## src/rtl/rram_io_bus_ctrl.sv

```systemverilog
// RRAM IO word-access sequencer: sense-amp read onto Z_BUS or write-driver pulse,
// with bus turnaround on direction change. Optional overrun flag: RRAM_IO_OVERRUN_FLAG_EN.
module rram_io_bus_ctrl #(
  parameter int unsigned SA_CYC = 3,
  parameter int unsigned WR_CYC = 4,
  parameter int unsigned TA_CYC = 1
) (
  input  logic CLK,
  input  logic RST,
  input  logic REQ,
  input  logic WE,
`ifdef RRAM_IO_OVERRUN_FLAG_EN
  input  logic CLR_OVR,
  output logic OVR,
`endif
  output logic BUSY,
  output logic ACK,
  output logic SA_EN,
  output logic OE,
  output logic WR_EN
);

  typedef enum logic [2:0] {
    S_IDLE  = 3'd0,
    S_TURN  = 3'd1,
    S_SENSE = 3'd2,
    S_DRIVE = 3'd3,
    S_WRITE = 3'd4
  } state_e;

  localparam logic [3:0] SA_LD = 4'(SA_CYC - 1);
  localparam logic [3:0] WR_LD = 4'(WR_CYC - 1);
  localparam logic [3:0] TA_LD = 4'(TA_CYC - 1);

  state_e     state_q, state_d;
  logic [3:0] cnt_q, cnt_d;
  logic       type_q, type_d;
  logic       last_wr_q, last_wr_d;
  logic       busy_q, busy_d;
  logic       ack_q, ack_d;
  logic       sa_en_q, sa_en_d;
  logic       oe_q, oe_d;
  logic       wr_en_q, wr_en_d;

  always_comb begin
    state_d   = state_q;
    cnt_d     = cnt_q;
    type_d    = type_q;
    last_wr_d = last_wr_q;
    case (state_q)
      S_IDLE: begin
        if (REQ) begin
          type_d = WE;
          if ((WE != last_wr_q) && (TA_CYC != 0)) begin
            state_d = S_TURN;
            cnt_d   = TA_LD;
          end else if (WE) begin
            state_d = S_WRITE;
            cnt_d   = WR_LD;
          end else begin
            state_d = S_SENSE;
            cnt_d   = SA_LD;
          end
        end
      end
      S_TURN: begin
        if (cnt_q == 4'd0) begin
          if (type_q) begin
            state_d = S_WRITE;
            cnt_d   = WR_LD;
          end else begin
            state_d = S_SENSE;
            cnt_d   = SA_LD;
          end
        end else begin
          cnt_d = cnt_q - 4'd1;
        end
      end
      S_SENSE: begin
        if (cnt_q == 4'd0) begin
          state_d = S_DRIVE;
          cnt_d   = 4'd0;
        end else begin
          cnt_d = cnt_q - 4'd1;
        end
      end
      S_DRIVE: begin
        state_d   = S_IDLE;
        last_wr_d = 1'b0;
      end
      S_WRITE: begin
        if (cnt_q == 4'd0) begin
          state_d   = S_IDLE;
          last_wr_d = 1'b1;
        end else begin
          cnt_d = cnt_q - 4'd1;
        end
      end
      default: begin
        state_d = S_IDLE;
        cnt_d   = 4'd0;
      end
    endcase
  end

  // Outputs are decoded from the next state so they flop in step with it.
  always_comb begin
    busy_d  = (state_d != S_IDLE);
    sa_en_d = (state_d == S_SENSE) || (state_d == S_DRIVE);
    oe_d    = (state_d == S_DRIVE);
    wr_en_d = (state_d == S_WRITE);
    ack_d   = (state_d == S_DRIVE) || ((state_d == S_WRITE) && (cnt_d == 4'd0));
  end

  always_ff @(posedge CLK or posedge RST) begin
    if (RST) begin
      state_q   <= S_IDLE;
      cnt_q     <= 4'd0;
      type_q    <= 1'b0;
      last_wr_q <= 1'b0;
      busy_q    <= 1'b0;
      ack_q     <= 1'b0;
      sa_en_q   <= 1'b0;
      oe_q      <= 1'b0;
      wr_en_q   <= 1'b0;
    end else begin
      state_q   <= state_d;
      cnt_q     <= cnt_d;
      type_q    <= type_d;
      last_wr_q <= last_wr_d;
      busy_q    <= busy_d;
      ack_q     <= ack_d;
      sa_en_q   <= sa_en_d;
      oe_q      <= oe_d;
      wr_en_q   <= wr_en_d;
    end
  end

  assign BUSY  = busy_q;
  assign ACK   = ack_q;
  assign SA_EN = sa_en_q;
  assign OE    = oe_q;
  assign WR_EN = wr_en_q;

`ifdef RRAM_IO_OVERRUN_FLAG_EN
  logic ovr_q, ovr_d;

  // A dropped request (busy, not on the ACK cycle) beats a same-cycle clear.
  always_comb begin
    ovr_d = ovr_q;
    if (CLR_OVR) ovr_d = 1'b0;
    if (REQ && busy_q && !ack_q) ovr_d = 1'b1;
  end

  always_ff @(posedge CLK or posedge RST) begin
    if (RST) ovr_q <= 1'b0;
    else     ovr_q <= ovr_d;
  end

  assign OVR = ovr_q;
`endif

endmodule

```

## config.mk

```make
export PLATFORM = sky130hd
export DESIGN_NAME = rram_io_bus_ctrl
export DESIGN_NICKNAME = d
export VERILOG_FILES = /design/src/rtl/rram_io_bus_ctrl.sv
export SDC_FILE = /design/constraint.sdc
export NUM_CORES = 1
export LEC_CHECK = 0
export CAP_MARGIN = 20
export CORE_MARGIN = 4
export CORE_UTILIZATION = 50
export CTS_CLUSTER_SIZE = 24
export DETAILED_ROUTE_END_ITERATION = 16
export PLACE_DENSITY = 0.79
export RECOVER_POWER = 25
export SYNTH_ARGS = -nofsm -noshare
export SYNTH_HDL_FRONTEND = slang
export SYNTH_SLANG_ARGS = --single-unit
```

## constraint.sdc

```tcl
create_clock -name CLK -period 3.4 [get_ports CLK]
set_input_delay 0.34 -clock CLK [delete_from_list [all_inputs] [get_ports CLK]]
set_output_delay 0.34 -clock CLK [all_outputs]
set_load 0.02 [all_outputs]
```

==> impl_metrics.ini <==
[route]
vias = 695
wl_um = 1780
firstDrtPassIters = 4
post-route-drc-count = 0
avgRoutedWirePerCell_um = 15.5
antenna_left = 0
viasPerCell = 6.04
drt_iter0_markers = 18

[floorplan]
die-area_sq_um = 2430
rows = 14
die_w_um = 49.3
core_sq_um = 1560
fp.dieH_um = 49.3
initial_utilization = 0.546
ios = 9

[clocking]
cts_buffers = 3
ctsResizeCount = 0
numClockSinks = 14
cts_root_buffer = clkbuf_4
post-cts-setup-buffers = 0
clk_pin_slew_ns = 0.09
clock_path_buffers = 2
cts-htree-levels = 1
insertion_delay_ns = 0.28
hold_buffers = 0
cts_tree = yes

[power]
p_per_area_nw_per_um2 = 1060
sw_frac_of_total = 0.451
pwr-share-seq = 0.332
p_int_uw = 564
peakVddDrop_v = 0.000594
pwr-share-comb = 0.551
clockPowerShare = 0.117
netSwitchingPower_uw = 463
leakagePower_nw = 0.444
power_mw = 1.03

[critical_path]
crit_path_start_kind = flop
r2r_start = cnt_q[0]
critPathRequiredTime_ns = 3.55
critPathKind = flop to flop
timing.rr.end = cnt_q[0]
worstPathMaxFanout = 6
critPathArrivalTime_ns = 2.24
r2r_setup_slack_ns = 1.31
worstSetupEndpointType = flop
rr_worst_depth = 8

[run]
maxCapViolations = 0

[global_routing]
grt_pass1_wl_um = 3090
antenna_found_initial = 0
grt_overflow = 0
grt_max_degree = 17
grt_pass1_vias = 690
track_usage = 0.167

[logic_synthesis]
ys.flop_type = dfrtp_1
syn_area_per_cell_sq_um = 9.45
synth_area_sq_um = 851
syn_nets = 98
synthArstFlopShare = 1.00
yosysWarnings = 0
yosysUniqueCellTypes = 38
yosysSeqAreaShare = 0.412
synth_cells = 90
ys_ff_latch = 14
synth_edf_count = 0

[final_layout]
final_layout_size_suffix_gt1_frac = 0.111
syn2layout_area_growth_pct = 14.1
n_antenna_cell = 0
nets = 108
fillers = 138

[timing]
finalHoldViolCount = 0
grt_setup_unrepaired = no
setup_viol = 0
drv_slew = 0
clock_skew_ns = 0.00791
min_period_ns = 2.09
clock.fmax_mhz = 478
tightest_slew_ns = 0.535
setup-tns-final_ns = 0
max_slew_margin = 0.643
post-route-period-util = 0.615

[place]
port-buffer-count = 8
dp_hpwl_um = 1360
gp_congestion = 0.863

[hold_path]
hp-class = input pin to async pin

[run_status]
outcome = finished, final reports clean
worst max-delay path by stage:
stage | slack, ns | cells past startpoint | startpoint | endpoint
6_report | 1.31 | 8 | cnt_q[0] | cnt_q[0]
5_1_grt | 1.12 | 8 | cnt_q[0] | cnt_q[0]
4_1_cts | 1.31 | 8 | cnt_q[0] | cnt_q[0]
3_5_place_dp | 1.32 | 8 | cnt_q[0] | cnt_q[0]
3_3_place_gp | 1.40 | 8 | cnt_q[0] | cnt_q[0]
2_1_floorplan | 1.54 | 8 | cnt_q[0] | cnt_q[0]
cells in the final DEF, fill, tap and decap left out, types with 2 or more instances in the layout:
master / Yosys / final
nor2b_1: 2 / 2
clkdlybuf4s50_1: 0 / 7
nor2_1: 3 / 3
a32oi_1: 2 / 2
o32ai_1: 3 / 3
clkbuf_4: 0 / 3
inv_1: 11 / 11
o22ai_1: 4 / 4
o21ai_0: 5 / 5
nand2_1: 4 / 4
o2111ai_1: 2 / 2
or3_1: 2 / 2
a21oi_1: 6 / 6
ha_1: 4 / 4
o211ai_1: 2 / 2
dfrtp_1: 14 / 14
a21o_1: 2 / 2
mux2_2: 2 / 2
cell type report:
cell class / instances / area [sq um] / share of cell area
inverter: 12 / 45.0 / 0.0464
timing repair buffer: 8 / 80.1 / 0.0825
clock buffer: 4 / 36.3 / 0.0374
sequential: 14 / 350 / 0.361
multi-input combinational: 61 / 439 / 0.452
tap: 16 / 20.0 / 0.0206
layer usage:
layer	share of wire	routed length (um)	vias to the layer above	GRT usage
met5	0	0	-	0
met4	0.0096	17	0	0.0758
met3	0.039	70	5	0.0367
met2	0.51	906	18	0.277
met1	0.44	785	326	0.203
li1	-	-	346	-
cells in the mapped netlist, types with 2 or more instances:
cell	count	area [sq um]
mux2_2	2	22.5
o22ai_1	4	25.0
nor2b_1	2	12.5
nand2_1	4	15.0
nor2_1	3	11.3
or3_1	2	12.5
o32ai_1	3	26.3
o211ai_1	2	15.0
o21ai_0	5	25.0
inv_1	11	41.3
dfrtp_1	14	350
a21oi_1	6	30.0
o2111ai_1	2	17.5
a21o_1	2	15.0
a32oi_1	2	17.5
ha_1	4	50.1
cells by family (layout without fill, tap and decap cells):
logic type / after synthesis / count (layout) / share of synthesized area
flops: 14 / 14 / 0.412
compound gates: 30 / 30 / 0.238
simple gates: 23 / 23 / 0.171
mux: 3 / 3 / 0.0382
fa+ha+maj: 4 / 4 / 0.0588
xor+xnor: 1 / 1 / 0.0103
buf+inv: 15 / 24 / 0.0720
stage by stage:
stage	cell area (sq um)	util	hold WS (ns)	std cells	setup slack, ns
after floorplan	851	-	0.229	90	1.54
after global placement	935	0.600	0.553	111	1.40
after detailed placement	935	0.600	0.560	111	1.32
after CTS	971	0.623	0.403	115	1.31
after global routing	971	0.623	0.551	115	1.12
final	971	0.623	0.523	115	1.31
registers in the layout, summed over array words and instances, names as in the netlist:
signal and flops:
SA_EN 1, WR_EN 1, ACK 1, state_q 3, last_wr_q 1, type_q 1
BUSY 1, cnt_q 4, OE 1
worst max-delay path, cell delays in order (launching register included):
cell     delay [ns]
dfrtp_1        0.44
inv_1          0.10
ha_1           0.23
nor3b_4        0.33
inv_1          0.15
ha_1           0.32
o21ai_0        0.08
a32oi_1        0.19
o22ai_1        0.11
power by group through the flow:
stage / combinational, mW / clock [mW] / sequential (mW)
2_1_floorplan: 0.431 / 0 / 0.323
3_3_place_gp: 0.546 / 0 / 0.336
3_5_place_dp: 0.564 / 0 / 0.342
6_report: 0.566 / 0.120 / 0.341
5_1_grt: 0.631 / 0.134 / 0.358
4_1_cts: 0.566 / 0.122 / 0.338
(Power assumes the default switching activity.)
